===== config.mk =====
export PLATFORM = sky130hd
export DESIGN_NAME = fast_keypoint_collector_flat
export DESIGN_NICKNAME = d
export VERILOG_FILES = /design/src/rtl/fast_keypoint_collector_if.sv /design/src/rtl/fast_keypoint_collector.sv /design/src/flat_wrapper.sv
export SDC_FILE = /design/constraint.sdc
export NUM_CORES = 2
export LEC_CHECK = 0
export CELL_PAD_IN_SITES_DETAIL_PLACEMENT = 0
export CELL_PAD_IN_SITES_GLOBAL_PLACEMENT = 1
export CORE_UTILIZATION = 55
export DETAILED_ROUTE_END_ITERATION = 16
export DONT_BUFFER_PORTS = 1
export PLACE_DENSITY_LB_ADDON = 0.05
export RECOVER_POWER = 100
export SETUP_SLACK_MARGIN = 0.3
export SYNTH_ARGS = -nofsm -noshare
export SYNTH_HDL_FRONTEND = slang
export SYNTH_SLANG_ARGS = --single-unit

===== constraint.sdc =====
create_clock -name clk -period 6.75 [get_ports clk]
set_input_delay 1.0125 -clock clk [delete_from_list [all_inputs] [get_ports clk]]
set_output_delay 1.0125 -clock clk [all_outputs]
set_load 0.03 [all_outputs]

===== src/rtl/fast_keypoint_collector_if.sv =====
// Bundles the pixel stream, the keypoint record port and the status outputs
// of the FAST keypoint collector. master = upstream/consumer side, slave = collector.
interface fast_keypoint_collector_if #(
  parameter int COORD_W = 11
);
  logic               image_vs;
  logic               image_hs;
  logic               image_en;
  logic [7:0]         image_data;
  logic               kp_valid;
  logic               kp_ready;
  logic [COORD_W-1:0] kp_x;
  logic [COORD_W-1:0] kp_y;
  logic [1:0]         kp_type;
  logic [15:0]        kp_count;
  logic               frame_done;
  logic               overflow;

  modport master (
    output image_vs, image_hs, image_en, image_data, kp_ready,
    input  kp_valid, kp_x, kp_y, kp_type, kp_count, frame_done, overflow
  );

  modport slave (
    input  image_vs, image_hs, image_en, image_data, kp_ready,
    output kp_valid, kp_x, kp_y, kp_type, kp_count, frame_done, overflow
  );
endinterface


===== src/rtl/fast_keypoint_collector.sv =====
// FAST keypoint collector: tracks pixel coordinates of the NMS marker stream,
// keeps keypoints outside the descriptor border, and queues {x,y,type} records
// in a first-word-fall-through FIFO with a registered output slot.
module fast_keypoint_collector #(
  parameter int IMG_W      = 640,
  parameter int IMG_H      = 480,
  parameter int COORD_W    = 11,
  parameter int BORDER     = 16,
  parameter int MAX_KP     = 500,
  parameter int FIFO_DEPTH = 64
) (
  input logic clk,
  input logic rst,
  fast_keypoint_collector_if.slave bus
);
  localparam int AW = $clog2(FIFO_DEPTH);
  localparam int RW = 2 * COORD_W + 2;
  localparam logic [COORD_W-1:0] X_LO      = COORD_W'(BORDER);
  localparam logic [COORD_W-1:0] X_HI      = COORD_W'(IMG_W - BORDER);
  localparam logic [COORD_W-1:0] Y_LO      = COORD_W'(BORDER);
  localparam logic [COORD_W-1:0] Y_HI      = COORD_W'(IMG_H - BORDER);
  localparam logic [COORD_W-1:0] COORD_MAX = '1;

  typedef enum logic [1:0] {IDLE, ACTIVE, DONE} state_t;

  state_t             state_reg;
  logic               vs_reg;
  logic               hs_reg;
  logic               line_seen_reg;
  logic [COORD_W-1:0] x_reg;
  logic [COORD_W-1:0] y_reg;
  logic [15:0]        kp_cnt_reg;
  logic [15:0]        kp_count_reg;
  logic               frame_done_reg;
  logic               s1_valid_reg;
  logic [RW-1:0]      s1_rec_reg;

  logic [RW-1:0]      mem [FIFO_DEPTH];
  logic [AW:0]        wr_ptr_reg;
  logic [AW:0]        rd_ptr_reg;
  logic               kp_valid_reg;
  logic [COORD_W-1:0] kp_x_reg;
  logic [COORD_W-1:0] kp_y_reg;
  logic [1:0]         kp_type_reg;
  logic               overflow_reg;

  logic vs_rise, vs_fall, hs_fall, frame_start, pix_ok, in_window, accept;
  logic [AW:0]   fifo_level;
  logic [AW+1:0] occupancy;
  logic fifo_empty, full, wr_en, drop, load_out;
  logic unused_marker_bits;

  assign vs_rise     = bus.image_vs & ~vs_reg;
  assign vs_fall     = ~bus.image_vs & vs_reg;
  assign hs_fall     = ~bus.image_hs & hs_reg;
  assign frame_start = (state_reg == IDLE) & vs_rise;
  assign pix_ok      = (state_reg == ACTIVE) & bus.image_vs & bus.image_en;
  assign in_window   = (x_reg >= X_LO) && (x_reg < X_HI) && (y_reg >= Y_LO) && (y_reg < Y_HI);
  assign accept      = pix_ok & (bus.image_data[1:0] != 2'b00) & in_window
                       & (kp_cnt_reg < 16'(MAX_KP));
  assign unused_marker_bits = ^bus.image_data[7:2];

  // Capacity counts the output slot too, so the collector holds FIFO_DEPTH records in total.
  assign fifo_level = wr_ptr_reg - rd_ptr_reg;
  assign occupancy  = {1'b0, fifo_level} + {{(AW+1){1'b0}}, kp_valid_reg};
  assign fifo_empty = (wr_ptr_reg == rd_ptr_reg);
  assign full       = (occupancy >= (AW+2)'(FIFO_DEPTH));
  assign wr_en      = s1_valid_reg & ~full;
  assign drop       = s1_valid_reg & full;
  assign load_out   = ~fifo_empty & (~kp_valid_reg | bus.kp_ready);

  // Frame FSM, pixel coordinate tracking, keypoint acceptance and stage-1 record.
  always_ff @(posedge clk or posedge rst) begin
    if (rst) begin
      state_reg      <= IDLE;
      vs_reg         <= 1'b1;  // VS already high at release must not look like a frame start
      hs_reg         <= 1'b0;
      line_seen_reg  <= 1'b0;
      x_reg          <= '0;
      y_reg          <= '0;
      kp_cnt_reg     <= '0;
      kp_count_reg   <= '0;
      frame_done_reg <= 1'b0;
      s1_valid_reg   <= 1'b0;
      s1_rec_reg     <= '0;
    end else begin
      vs_reg         <= bus.image_vs;
      hs_reg         <= bus.image_hs;
      frame_done_reg <= 1'b0;
      s1_valid_reg   <= accept;
      if (accept) s1_rec_reg <= {x_reg, y_reg, bus.image_data[1:0]};
      case (state_reg)
        IDLE: begin
          if (vs_rise) begin
            state_reg     <= ACTIVE;
            x_reg         <= '0;
            y_reg         <= '0;
            kp_cnt_reg    <= '0;
            line_seen_reg <= 1'b0;
          end
        end
        ACTIVE: begin
          if (vs_fall) begin
            state_reg      <= DONE;
            frame_done_reg <= 1'b1;
            kp_count_reg   <= kp_cnt_reg;
          end else begin
            if (hs_fall) begin
              x_reg         <= '0;
              line_seen_reg <= 1'b0;
              if ((line_seen_reg | pix_ok) && (y_reg != COORD_MAX)) y_reg <= y_reg + 1'b1;
            end else if (pix_ok) begin
              line_seen_reg <= 1'b1;
              if (x_reg != COORD_MAX) x_reg <= x_reg + 1'b1;
            end
            if (accept) kp_cnt_reg <= kp_cnt_reg + 16'd1;
          end
        end
        DONE:    state_reg <= IDLE;
        default: state_reg <= IDLE;
      endcase
    end
  end

  // Record storage; no reset so it maps onto block RAM.
  always_ff @(posedge clk) begin
    if (wr_en) mem[wr_ptr_reg[AW-1:0]] <= s1_rec_reg;
  end

  // FIFO pointers, registered output slot and sticky overflow flag.
  always_ff @(posedge clk or posedge rst) begin
    if (rst) begin
      wr_ptr_reg   <= '0;
      rd_ptr_reg   <= '0;
      kp_valid_reg <= 1'b0;
      kp_x_reg     <= '0;
      kp_y_reg     <= '0;
      kp_type_reg  <= '0;
      overflow_reg <= 1'b0;
    end else begin
      if (wr_en) wr_ptr_reg <= wr_ptr_reg + 1'b1;
      if (load_out) begin
        rd_ptr_reg   <= rd_ptr_reg + 1'b1;
        kp_valid_reg <= 1'b1;
        {kp_x_reg, kp_y_reg, kp_type_reg} <= mem[rd_ptr_reg[AW-1:0]];
      end else if (bus.kp_ready) begin
        kp_valid_reg <= 1'b0;
      end
      if (drop) overflow_reg <= 1'b1;
      else if (frame_start) overflow_reg <= 1'b0;
    end
  end

  assign bus.kp_valid   = kp_valid_reg;
  assign bus.kp_x       = kp_x_reg;
  assign bus.kp_y       = kp_y_reg;
  assign bus.kp_type    = kp_type_reg;
  assign bus.kp_count   = kp_count_reg;
  assign bus.frame_done = frame_done_reg;
  assign bus.overflow   = overflow_reg;
endmodule


===== src/flat_wrapper.sv =====
// flat-port wrapper written by rule: the top's interface ports become plain ports
module fast_keypoint_collector_flat 
#(
  parameter int IMG_W      = 640,
  parameter int IMG_H      = 480,
  parameter int COORD_W    = 11,
  parameter int BORDER     = 16,
  parameter int MAX_KP     = 500,
  parameter int FIFO_DEPTH = 64
)
  (clk, rst, bus_image_vs, bus_image_hs, bus_image_en, bus_image_data, bus_kp_ready, bus_kp_valid, bus_kp_x, bus_kp_y, bus_kp_type, bus_kp_count, bus_frame_done, bus_overflow);
  fast_keypoint_collector_if #(.COORD_W(COORD_W)) bus_i ();
  input logic clk;
  input logic rst;
  input wire logic [$bits(bus_i.image_vs)-1:0] bus_image_vs;
  input wire logic [$bits(bus_i.image_hs)-1:0] bus_image_hs;
  input wire logic [$bits(bus_i.image_en)-1:0] bus_image_en;
  input wire logic [$bits(bus_i.image_data)-1:0] bus_image_data;
  input wire logic [$bits(bus_i.kp_ready)-1:0] bus_kp_ready;
  output wire logic [$bits(bus_i.kp_valid)-1:0] bus_kp_valid;
  output wire logic [$bits(bus_i.kp_x)-1:0] bus_kp_x;
  output wire logic [$bits(bus_i.kp_y)-1:0] bus_kp_y;
  output wire logic [$bits(bus_i.kp_type)-1:0] bus_kp_type;
  output wire logic [$bits(bus_i.kp_count)-1:0] bus_kp_count;
  output wire logic [$bits(bus_i.frame_done)-1:0] bus_frame_done;
  output wire logic [$bits(bus_i.overflow)-1:0] bus_overflow;
  assign bus_i.image_vs = bus_image_vs;
  assign bus_i.image_hs = bus_image_hs;
  assign bus_i.image_en = bus_image_en;
  assign bus_i.image_data = bus_image_data;
  assign bus_i.kp_ready = bus_kp_ready;
  assign bus_kp_valid = bus_i.kp_valid;
  assign bus_kp_x = bus_i.kp_x;
  assign bus_kp_y = bus_i.kp_y;
  assign bus_kp_type = bus_i.kp_type;
  assign bus_kp_count = bus_i.kp_count;
  assign bus_frame_done = bus_i.frame_done;
  assign bus_overflow = bus_i.overflow;
  fast_keypoint_collector #(.IMG_W(IMG_W), .IMG_H(IMG_H), .COORD_W(COORD_W), .BORDER(BORDER), .MAX_KP(MAX_KP), .FIFO_DEPTH(FIFO_DEPTH)) u_core (.clk(clk), .rst(rst), .bus(bus_i));
endmodule

==> impl_metrics.toml <==
[status]
status = "complete, but fails checks"
failed_checks = "max-capacitance violations, max-slew violations"

[critical_path]
crit_path_end_kind = "flop"
rr_startpoint = "u_core.rd_ptr_reg[3]"
cp.arrival_ns = 6.22
required_ns = 7.09
reg2reg_to = "u_core.mem[19][4]"
rrSetupSlack_ns = 0.87
crit_type = "reg2reg"
path_max_fanout = 24
reg2reg_depth = 9
cp-start-kind = "flop"

[power]
p_seq_frac = 0.481
ir_drop_mv = 0.2900
p_clk_frac = 0.369
leakagePower_uw = 0.01883
swShare = 0.2601
power_frac_comb = 0.150
switchingPower_uw = 6232
p_int_uw = 17730
power_density_nw_per_um2 = 337.1

[die]
start_util = 0.5582
dieArea_um2 = 118000
ioPinCount = 57
die_h_um = 343.6
design.core.area_um2 = 115000
dieWidth_um = 343.6
rows = 124

[logic_synthesis]
synthTopCellsByCount = "edfxtp_1 (1536), mux4_2 (432), dfrtp_1 (124)"
synth.distinct_cells = 66
yosysTopAreaCellShare = 0.7188
synth_area_leader_cell = "edfxtp_1"
ys_warn_count = 0
synth_edf_count = 1536
yosysMostFrequentCell = "edfxtp_1"
syn_area_per_cell_um2 = 22.41
ys_seq_area_frac = 0.7676
synthCells = 2863
postSynthNetCount = 2891
synthTopCellsByArea = "edfxtp_1 (72%), mux4_2 (15%), dfrtp_1 (4.8%)"
syn-cell-area_um2 = 64170
async_reset_ff_frac = 0.07526
synth-seq-cells = 1661
ys.flop_type = "edfxtp_1"

[worst_hold_path]
hold_path_class = "in2reg"
hold_end = "u_core.vs_reg"
hold_start = "bus_image_vs"
min_path_cells = 0

[timing]
max-slew-margin-rel = -1.318
fmax_mhz = 170.0
setup_viol = 0
rsz0062_at_grt = "false"
period_needed_ns = 5.882
slew_violations = 3062
fin_tns_setup_ns = 0
period_share = 0.8714
hold_viol_final = 0
clock_skew_ns = 0.03490
worst_pin_slew_ns = 3.478

[clock_tree]
cts_htree_levels = 4
cts_buffers = 164
cts_tree = "done"
clk_pin_slew_ns = 0.06
cts_buffer_depth = 3
clk_latency_ns = 0.78
post_cts_buffers = 0
cts_sinks = 1661
cts_resized = 0
cts-hold-fix-buffers = 0
cts-root-buf = "clkbuf_16"

[grt]
grt_pass1_wl_mm = 216.9
met1_usage = 0.3523
met3_usage = 0.06482
gr-usage-met2 = 0.4347
top_usage_layer = "met2"
grt_usage = 0.2631
grt_max_degree = 106
grt-ovfl-total = 0
antenna_found_initial = 3
grt_pass1_vias = 30589

[cells_and_area]
nets = 2999
drive_above_1_share = 0.2640
n_fill_cell = 7831
fin_util = 0.6183
largest_reg_flops = 1536
area_delta_synth_final_pct = 10.78

[flow_run]
maxCapViolCount = 78

[placed_design]
portBuffers = 0
place_congestion = 0.9145
dp_hpwl_mm = 81.26

[route]
wirelength_mm = 151.1
vias = 29451
wire_per_inst_um = 32.73
avgViaCountPerCell = 6.382
drtIter0Drc = 3064
drc_errors = 0
firstDrtPassIters = 5
antenna_left = 0
[per-layer routing]
layer / wire length (um) / vias to the layer above
li1: - / 12318
met1: 59110 / 15952
met2: 76680 / 960
met3: 11740 / 221
met4: 3539 / 0
met5: 0 / -
[area by class of cell]
class	count	area [um^2]	share of cell area
sequential	1661	49280	0.6932
multi-input combinational	1037	14190	0.1997
clock buffer	217	4461	0.06275
tap	1512	1892	0.02661
clock inverter	77	716.9	0.01009
timing repair buffer	88	455.4	0.006407
inverter	19	80.08	0.001126
antenna	4	10.01	0.0001408
[critical path, stage by stage, from the launching register on]
cell and delay (ns):
dfrtp_1 0.46, inv_4 0.36, ha_1 0.30, o21ai_0 0.15
a2111oi_0 0.53, a311oi_1 0.13, nor3b_1 0.52, mux2i_1 0.79
nand3b_1 0.56, nor2_2 1.64
[cell usage in the layout, fill, tap and decap left out, drive strengths merged, types with 4 or more instances in the layout]
cell | netlist | layout
a2111oi | 5 | 5
a211oi | 4 | 4
a21oi | 7 | 7
a22oi | 24 | 24
a2bb2oi | 24 | 24
a31oi | 6 | 6
and2 | 4 | 4
and3 | 7 | 7
buf | 96 | 20
bufinv | 0 | 13
clkbuf | 50 | 285
clkinv | 0 | 60
dfrtp | 124 | 124
diode | 0 | 4
edfxtp | 1536 | 1536
ha | 13 | 13
inv | 19 | 20
mux2 | 37 | 37
mux2i | 98 | 98
mux4 | 432 | 432
nand2 | 30 | 30
nand2b | 7 | 7
nand3 | 22 | 22
nand3b | 5 | 5
nand4 | 12 | 12
nor2 | 104 | 104
nor2b | 5 | 5
nor3 | 44 | 44
nor4 | 7 | 7
o21ai | 19 | 19
o22ai | 50 | 50
or3 | 6 | 6
xnor2 | 18 | 18
xor2 | 14 | 14
[worst max path at each step]
stage / start / end / cells past startpoint
3_3_place_gp: u_core.rd_ptr_reg[0] / u_core.mem[9][4] / 10
4_1_cts: u_core.rd_ptr_reg[3] / u_core.mem[9][8] / 10
6_report: u_core.rd_ptr_reg[3] / u_core.mem[19][4] / 9
3_5_place_dp: u_core.rd_ptr_reg[3] / u_core.mem[9][3] / 10
5_1_grt: u_core.rd_ptr_reg[3] / u_core.mem[8][13] / 9
2_1_floorplan: u_core.rd_ptr_reg[1] / u_core.mem[17][0] / 13
[power by group through the flow]
stage	registers, uW	clock network (uW)	logic [uW]
after floorplan	11500	0	2880
after global placement	11700	0	3610
after detailed placement	11700	0	3650
after CTS	11500	8990	3650
final	11500	8840	3600
after global routing	11500	9350	3830
[per-stage QoR]
step | worst slack, ns | hold WS, ns | instance area, um^2 | cells | power, uW
floorplan | 0.7581 | 0.4604 | 64170 | 2863 | 14420
global placement | 1.480 | 0.4653 | 66390 | 4317 | 15330
detailed placement | 1.358 | 0.4711 | 66390 | 4317 | 15370
CTS | 1.314 | 0.1930 | 71560 | 4611 | 24150
global route | 0.4945 | 0.2179 | 71080 | 4611 | 24720
finish | 0.8683 | 0.2577 | 71090 | 4615 | 23960
[cells by family (layout without fill, tap and decap cells)]
| family | count (synthesis) | count (layout) | share of synthesized area |
|---|---|---|---|
| buffers and inverters | 165 | 401 | 0.01273 |
| muxes | 567 | 567 | 0.1735 |
| xor gates and xnor gates | 32 | 32 | 0.004368 |
| DFF | 1661 | 1661 | 0.7676 |
| and+or+nand+nor | 268 | 268 | 0.02149 |
| other | 0 | 4 | 0 |
| adders and majority gates | 14 | 14 | 0.002847 |
| AOI/OAI and AO/OA | 156 | 156 | 0.01755 |
(Power assumes the default switching activity.)
